==> src/rtl/vga_trail_gen.sv <==
// vga_trail_gen
// Builds the player trail particle buffer read by the renderer. Each frame
// tick starts an update. The update ages every slot, one per cycle, and then
// may spawn one new particle behind the player. The whole update fits inside
// vertical blanking, so the arrays stay stable during active video.
//
// Ports:
//   clk, rst_n       system clock and asynchronous active-low reset
//   frame_tick       one-cycle pulse at the start of vertical blanking
//   gamemode         00 init (clears the trail), 01 running, 10 paused, 11 ended
//   player_y         player top edge, in pixels
//   trail_x/y/life   registered particle arrays; a life of 0 means the slot is dead
//   busy             high while an update is running
//   done             one-cycle pulse after an update completes
//   overrun          sticky flag; set by a frame_tick that arrives while busy
module vga_trail_gen #(
    parameter int TRAIL_LEN    = 41,
    parameter int PLAYER_X     = 160,
    parameter int PLAYER_SIZE  = 40,
    parameter int MAX_LIFE     = 10,
    parameter int X_STEP       = 4,
    parameter int SPAWN_PERIOD = 2
) (
    input  logic                       clk,
    input  logic                       rst_n,
    input  logic                       frame_tick,
    input  logic [1:0]                 gamemode,
    input  logic [8:0]                 player_y,
    output logic [TRAIL_LEN-1:0][9:0]  trail_x,
    output logic [TRAIL_LEN-1:0][8:0]  trail_y,
    output logic [TRAIL_LEN-1:0][3:0]  trail_life,
    output logic                       busy,
    output logic                       done,
    output logic                       overrun
);

    localparam int IDX_W  = (TRAIL_LEN > 1) ? $clog2(TRAIL_LEN) : 1;
    localparam int SCNT_W = (SPAWN_PERIOD > 1) ? $clog2(SPAWN_PERIOD) : 1;

    localparam logic [IDX_W-1:0]  LAST_IDX  = IDX_W'(TRAIL_LEN - 1);
    localparam logic [SCNT_W-1:0] SCNT_LAST = SCNT_W'(SPAWN_PERIOD - 1);
    localparam logic [9:0]        STEP_X    = 10'(X_STEP);
    localparam logic [9:0]        SPAWN_X   = 10'(PLAYER_X - 1);
    localparam logic [8:0]        Y_OFF     = 9'(PLAYER_SIZE / 2);
    localparam logic [3:0]        NEW_LIFE  = 4'(MAX_LIFE);

    typedef enum logic [1:0] {
        ST_IDLE,
        ST_AGE,
        ST_SPAWN,
        ST_DONE
    } state_t;

    state_t                      state_q, state_d;
    logic [IDX_W-1:0]            idx_q, idx_d;
    logic [IDX_W-1:0]            wptr_q, wptr_d;
    logic [SCNT_W-1:0]           scnt_q, scnt_d;
    logic [1:0]                  mode_l_q, mode_l_d;
    logic [8:0]                  py_l_q, py_l_d;
    logic [TRAIL_LEN-1:0][9:0]   x_q, x_d;
    logic [TRAIL_LEN-1:0][8:0]   y_q, y_d;
    logic [TRAIL_LEN-1:0][3:0]   life_q, life_d;
    logic                        busy_q, busy_d;
    logic                        done_q, done_d;
    logic                        overrun_q, overrun_d;

    assign trail_x    = x_q;
    assign trail_y    = y_q;
    assign trail_life = life_q;
    assign busy       = busy_q;
    assign done       = done_q;
    assign overrun    = overrun_q;

    // State and data registers.
    always_ff @(posedge clk or negedge rst_n) begin
        if (!rst_n) begin
            state_q   <= ST_IDLE;
            idx_q     <= '0;
            wptr_q    <= '0;
            scnt_q    <= '0;
            mode_l_q  <= 2'b00;
            py_l_q    <= '0;
            x_q       <= '0;
            y_q       <= '0;
            life_q    <= '0;
            busy_q    <= 1'b0;
            done_q    <= 1'b0;
            overrun_q <= 1'b0;
        end else begin
            state_q   <= state_d;
            idx_q     <= idx_d;
            wptr_q    <= wptr_d;
            scnt_q    <= scnt_d;
            mode_l_q  <= mode_l_d;
            py_l_q    <= py_l_d;
            x_q       <= x_d;
            y_q       <= y_d;
            life_q    <= life_d;
            busy_q    <= busy_d;
            done_q    <= done_d;
            overrun_q <= overrun_d;
        end
    end

    // Next-state logic. Init mode overrides everything else: it kills every
    // particle and aborts an update. The particle positions are kept because
    // a dead slot is never drawn. busy and done are decoded from the next
    // state, so they line up with the state cycles they describe.
    always_comb begin
        state_d   = state_q;
        idx_d     = idx_q;
        wptr_d    = wptr_q;
        scnt_d    = scnt_q;
        mode_l_d  = mode_l_q;
        py_l_d    = py_l_q;
        x_d       = x_q;
        y_d       = y_q;
        life_d    = life_q;
        overrun_d = overrun_q;

        if (gamemode == 2'b00) begin
            state_d   = ST_IDLE;
            idx_d     = '0;
            wptr_d    = '0;
            scnt_d    = '0;
            overrun_d = 1'b0;
            life_d    = '0;
        end else begin
            if (frame_tick && busy_q) begin
                overrun_d = 1'b1;
            end
            case (state_q)
                ST_IDLE: begin
                    // A tick in paused mode is dropped, so the buffer stays frozen.
                    if (frame_tick && (gamemode != 2'b10)) begin
                        mode_l_d = gamemode;
                        py_l_d   = player_y;
                        idx_d    = '0;
                        state_d  = ST_AGE;
                    end
                end
                ST_AGE: begin
                    // A particle that would drift past the left edge dies in place.
                    if (life_q[idx_q] != 4'd0) begin
                        if (x_q[idx_q] < STEP_X) begin
                            life_d[idx_q] = 4'd0;
                        end else begin
                            life_d[idx_q] = life_q[idx_q] - 4'd1;
                            x_d[idx_q]    = x_q[idx_q] - STEP_X;
                        end
                    end
                    if (idx_q == LAST_IDX) begin
                        state_d = ST_SPAWN;
                    end else begin
                        idx_d = idx_q + 1'b1;
                    end
                end
                ST_SPAWN: begin
                    // Ended mode (11) keeps aging but never spawns and never
                    // advances the spawn counter.
                    if (mode_l_q == 2'b01) begin
                        if (scnt_q == SCNT_LAST) begin
                            scnt_d         = '0;
                            x_d[wptr_q]    = SPAWN_X;
                            y_d[wptr_q]    = py_l_q + Y_OFF;
                            life_d[wptr_q] = NEW_LIFE;
                            wptr_d         = (wptr_q == LAST_IDX) ? '0 : wptr_q + 1'b1;
                        end else begin
                            scnt_d = scnt_q + 1'b1;
                        end
                    end
                    state_d = ST_DONE;
                end
                ST_DONE: begin
                    state_d = ST_IDLE;
                end
                default: begin
                    state_d = ST_IDLE;
                end
            endcase
        end

        busy_d = (state_d == ST_AGE) || (state_d == ST_SPAWN);
        done_d = (state_d == ST_DONE);
    end

endmodule

==> config.mk <==
export PLATFORM = sky130hd
export DESIGN_NAME = vga_trail_gen
export DESIGN_NICKNAME = d
export VERILOG_FILES = /design/src/rtl/vga_trail_gen.sv
export SDC_FILE = /design/constraint.sdc
export NUM_CORES = 2
export LEC_CHECK = 0
export ABC_CLOCK_PERIOD_IN_PS = 4330
export BUFFER_PORTS_ARGS = -buffer_cell sky130_fd_sc_hd__buf_4
export CORE_AREA = 10 10 368 370
export CTS_BUF_LIST = sky130_fd_sc_hd__clkbuf_16
export DETAILED_ROUTE_END_ITERATION = 6
export DIE_AREA = 0 0 378 380
export GPL_TIMING_DRIVEN = 1
export PLACE_DENSITY_LB_ADDON = 0.3
export SYNTH_ARGS = -nofsm -noshare
export SYNTH_HDL_FRONTEND = slang
export SYNTH_SLANG_ARGS = --single-unit
==> constraint.sdc <==
create_clock -name clk -period 4.33 [get_ports clk]
set_input_delay 0.433 -clock clk [delete_from_list [all_inputs] [get_ports clk]]
set_output_delay 0.433 -clock clk [all_outputs]
set_load 0.02 [all_outputs]
Yosys cells after proc, flatten, opt, wreduce, memory -nomap -nowiden:

Index checks and enable logic that the tools add are counted.

* bits in registers: 972
* input bits: 14
* logic and storage cells: 240

* equal/unequal tests: 19
* bitwise gates (word level): 9
* add/subtract/negate cells: 6
* reduce and logical (&&, ||, !) cells: 22
* mux-type cells: 47
* order comparisons: 5

Operators by type and width (count)
* 2-to-1 mux 410 bit: 4
* 2-to-1 mux 164 bit: 5
* case mux 410 bit (2 select lines): 1
* bitwise mux 410 bit: 1
* bitwise mux 369 bit: 1
* AND 164 bit: 2
* NOT 164 bit: 2
* case mux 164 bit (2 select lines): 1
* bitwise OR 246 bit: 1
* bitwise mux 164 bit: 1
* demux 10 bit (select 6 bit): 2
* AND 82 bit: 1
* NOT 82 bit: 1
* bitwise OR 82 bit: 1
* binary-select mux 10 bit (select 6 bit): 1
* demux 9 bit (select 6 bit): 1
* demux 4 bit (select 6 bit): 2
* 2-to-1 mux 6 bit: 8
* 2-to-1 mux 10 bit: 3
* binary-select mux 4 bit (select 6 bit): 1
* != test 3 bit, second input constant: 5
* less-than comparator 6 x 7 -> 1 bit, second input constant: 2
* adder 6 x 1 -> 6 bit, second input constant: 2
* equality test 6 bit, second input constant: 2
* 26 further kinds: 57

Longest topological paths before layout:

* depth in word-level cells: 10
* depth in mapped cells: 19
* gate-level depth less buffers: 12

Worst setup path before layout:

OpenSTA, ideal clock, no wires.

* path kind: reg-to-reg
* start point: register idx_q[0]
* end point: register life_q (netlist bit trail_life[87])
* period minus slack after synthesis: 3532 ps
* buffers on the path: 5
* data arrival time: 3400 ps
* setup time: 131 ps
* stages on the path, launching flop included: 17
* path slack: 798 ps
* path through: dfrtp_1 buf_6 buf_6 buf_2 mux4_2 mux2i_1 o22ai_1 nor3b_1 ha_1 and2_1 nand2_1 nor2_1 buf_4 buf_2 o31ai_1 a211oi_1 a211oi_2

* longest elaborated chain between the ends: 10
* elaborated cells between the ends (all ways): 21
* those cells by class: add/sub (1); order compare (3); eq/ne (1); mux (11); bitwise (2); reduce/logical (3)

Ends and longest elaborated chain
* start, declared: line 55 `logic [IDX_W-1:0] idx_q, idx_d;`
* start signal, assigned: line 91 `idx_q <= idx_d;`
* parallel branches: the longest is 10 deep, another holds less-than comparator 10 x 3 -> 1 bit
* end signal, assigned: line 98 `life_q <= life_d;`
* end, declared: line 62 `logic [TRAIL_LEN-1:0][3:0] life_q, life_d;`

Parallel ways; which one is timed is not known. The select of a mux whose other input is x is not followed.
A chain may end at the register's enable or synchronous reset.

Worst setup path after layout:

* start point: register idx_q[1]
* end point: register x_q (netlist bit trail_x[68])

* longest elaborated chain between the ends: 8
* elaborated cells between the ends (all ways): 19
* those cells by class: add/sub (1); order compare (3); eq/ne (2); mux (10); reduce/logical (3)

Ends and longest elaborated chain
* parallel branches: the longest is 8 deep, another holds subtractor 10 x 3 -> 10 bit
* end signal, assigned: line 83 `x_q <= '0;`
* end signal, assigned: line 96 `x_q <= x_d;`
* end, declared: line 60 `logic [TRAIL_LEN-1:0][9:0] x_q, x_d;`

Parallel ways; which one is timed is not known. The select of a mux whose other input is x is not followed.

==> results.txt <==
Yosys cell types: 75
largest net degree at the start of global routing: 105
relative slew slack: 25.04%
CP delay by family, top: compound AO/OA/AOI/OAI gates
Mapped Nets: 4566
routability cong.: 1.027
area of the multi-input gates: 18670 um^2
Max clock buf depth: 3
placed instance area: 55840 um^2
Area Growth Syn to Fin: 33.62%
FMAX: 231.8 MHz
top_reg_cell synth: dfrtp_1
FF+latch area: 24340 um^2
Worst Skew: 49.45 ps
Max-Cap Viols: 0
initial antenna violation count: 5
FF+latch count, synth: 972
CTS buffer count: 108
core area: 128500 um^2
WP data arrival: 4920 ps
Final nets: 5653
drt initial violations: 5838
Lkg Pwr: 28.36 nW
most common cell after layout, fill and taps aside: buf_4
ANT nets after route: 0
drt wl/cell: 33.71 um
CTS Sinks: 972
die height: 380 um
CP max stage delay: 540 ps
Die ar.: 143600 um^2
Congestion Overflow GR: 0
DR pass1 iterations: 6
critical path type: flip-flop to flip-flop
Final Cell Area: 59630 um^2
number of flops mapped to enable cells by yosys: 0
final setup vio count: 0
Tot GR Track Use: 33.27%
proportion of layout cells with a drive suffix above 1: 30.24%
gate count of the mapped netlist: 4543
Worst setup SP type: flip-flop
Yosys warning count: 0
final hold violations: 0
Critical Path RT: 4940 ps
Seq/Total Area, Yosys: 54.51%
Core Rows: 132
power density cells: 476.7 nW/um^2
worst-path fanout max: 26
Final Max Tran Viols: 0
CTS root buf: clkbuf_16
Initial Util: 34.73%
Mapped Area: 44620 um^2
post-layout min period: 4314 ps
global-route wire length before repair: 343700 um
# IOs: 960
worst slew pin tran: 1124 ps
worst skew pair latency: 750 ps
HP Class: primary input to flip-flop
unrepaired setup endpoints after global routing: no
Final period util: 99.62%
status: complete, no violations
# H-tree levels: 3
Max VDD drop: 0.4572 mV
# DRC: 0
endpoint kind of the worst setup timing path: flip-flop
Finished Core Util: 46.40%
width of the die: 378 um
IO Port Bufs: 959
CTS tree: built
vias in the first global route: 43030
Detail Placement HPWL: 192000 um
fraction of registers with async set/reset: 100.0%
Fillers: 12200
WP buf/inv: 6
vias per std cell: 6.015
total routed wirelength: 249200 um
Cell Chain, Critical Path: buf_12, buf_12, buf_4, mux2_2, a22oi_1, o22ai_1, o21ai_0, and4b_1, ha_1, a41oi_1, buf_4, o31a_2, buf_4, nand2_1, buf_12, o21ai_0
DR vias: 44470
Critical-path top delay cell: o21ai_0
syn avg cell area: 9.822 um^2
commonest cells after routing, fill and taps aside: buf_4 (1251), dfrtp_1 (967), nand2_1 (774)
clk slew on worst S/H paths: 70 ps
-- cells in the mapped netlist, types with 5 or more instances --
library cell | number | area (um^2)
dfrtp_1 | 972 | 24320
nand2_1 | 775 | 2909
o21ai_0 | 440 | 2202
nor2_1 | 421 | 1580
a21oi_1 | 356 | 1782
clkbuf_1 | 228 | 855.8
mux2_2 | 120 | 1351
o22ai_1 | 115 | 719.4
a22o_1 | 98 | 858.3
inv_1 | 89 | 334.1
mux2i_1 | 84 | 840.8
o22a_1 | 82 | 718.2
o21ai_1 | 72 | 360.4
buf_2 | 71 | 355.3
mux4_2 | 44 | 991.0
a31oi_1 | 42 | 262.8
nor3_1 | 42 | 210.2
o31ai_1 | 42 | 315.3
a221oi_1 | 39 | 341.6
a22oi_1 | 35 | 262.8
a211oi_1 | 33 | 247.7
nand2b_1 | 33 | 206.5
nand3_1 | 28 | 140.1
and2_1 | 19 | 118.9
buf_6 | 18 | 202.7
buf_4 | 17 | 127.6
nand4_1 | 15 | 93.84
a211oi_2 | 14 | 175.2
a221o_1 | 12 | 120.1
a31oi_2 | 10 | 125.1
a41oi_1 | 10 | 87.58
nor4_1 | 10 | 62.56
o211ai_1 | 10 | 75.07
or2_2 | 10 | 62.56
buf_1 | 9 | 33.78
ha_1 | 9 | 112.6
nor2b_1 | 9 | 56.30
and2_0 | 8 | 50.05
or3_1 | 8 | 50.05
xor2_1 | 8 | 70.07
and3_1 | 7 | 43.79
xnor2_1 | 7 | 61.31
o221ai_1 | 6 | 52.55
o2bb2ai_1 | 6 | 52.55
o32ai_1 | 5 | 43.79
-- worst reg2reg max path, delay by kind of cell, from the launching register on --
family | cells | cell delay, ps
buf+inv | 6 | 1220
mux | 1 | 360
simple gates | 2 | 640
flops | 1 | 510
compound gates | 6 | 1220
fa+ha+maj | 1 | 220
-- routing by layer --
layer	track usage [%]	routed length (um)	part of all wire, %	vias to the layer above
li1	-	-	-	18330
met1	40.68	91650	37	22330
met2	50.39	108900	44	3131
met3	11.61	31130	12	674
met4	19.71	17520	7.0	4
met5	0	28	0.011	-
-- registers in the layout, indices dropped and copies added (netlist names) --
name        count
busy            1
mode_l_q        2
trail_life    164
done            1
idx_q           6
py_l_q          9
scnt_q          1
trail_y       369
wptr_q          6
state_q         2
trail_x       410
overrun         1
-- cells by family after synthesis --
| group | synth area share (%) |
|---|---|
| adder cells (fa/ha/maj) | 0.2524 |
| flip-flops | 54.51 |
| AND/OR/NAND/NOR | 13.09 |
| multiplexers | 7.243 |
| XOR/XNOR | 0.3309 |
| buffers and inverters | 4.304 |
| AO/OA/AOI/OAI | 20.27 |
-- layout make-up --
type / count / share of cell area (%)
sequential: 972 / 40.82
clock buffer: 109 / 4.575
antenna: 3 / 0.01259
tap: 1675 / 3.515
inverter: 92 / 0.5792
clock inverter: 86 / 1.347
multi-input combinational: 3137 / 31.31
timing repair buffer: 1319 / 17.84
-- worst paths after layout --
| kind | from | endpoint | slack [ps] | cells past startpoint |
|---|---|---|---|---|
| worst max-delay path | idx_q[1]$_DFFE_PN0P_ | trail_x[68]$_DFFE_PN0P_ | 20 | 16 |
| worst min-delay path | frame_tick | overrun$_DFFE_PN0P_ | 70 | 3 |
| worst max register to register | idx_q[1]$_DFFE_PN0P_ | trail_x[68]$_DFFE_PN0P_ | 20 | 16 |
| worst min register to register | mode_l_q[0]$_DFFE_PN0P_ | mode_l_q[0]$_DFFE_PN0P_ | 460 | 1 |
| max in group asynchronous | rst_n | trail_y[363]$_DFFE_PN0P_ | 2720 | 3 |
| min in group asynchronous | rst_n | trail_x[279]$_DFFE_PN0P_ | 380 | 2 |
-- power by group --
group | switching (mW) | total, mW | internal [mW]
clock | 4.09 | 9.38 | 5.29
combinational | 5.81 | 8.75 | 2.95
sequential | 0.738 | 10.3 | 9.55
-- repair_timing --
item / CTS / global route
pin swaps: 1 / 3
endpoints found under the hold margin: 73 / 0
cloned: 0 / 1
setup buffers: 0 / 6
endpoints found under the setup margin: 328 / 399
gates resized for setup: 4 / 7
hold buffers: 11 / 0
-- stage by stage --
stage          setup WS, ps  instances  total power [mW]  hold slack (ps)  TNS, ps
2_1_floorplan         798.2       4543             14.17            137.4        0
3_3_place_gp         -94.26       7177             18.88            447.3    -2916
3_5_place_dp         -129.5       7177             18.93            445.8   -17790
4_1_cts               55.55       7383             28.28            36.76        0
5_1_grt               27.90       7390             29.22            95.35        0
6_report              16.39       7393             28.43            70.73        0
No activity file was read; power rests on OpenSTA's default activity.
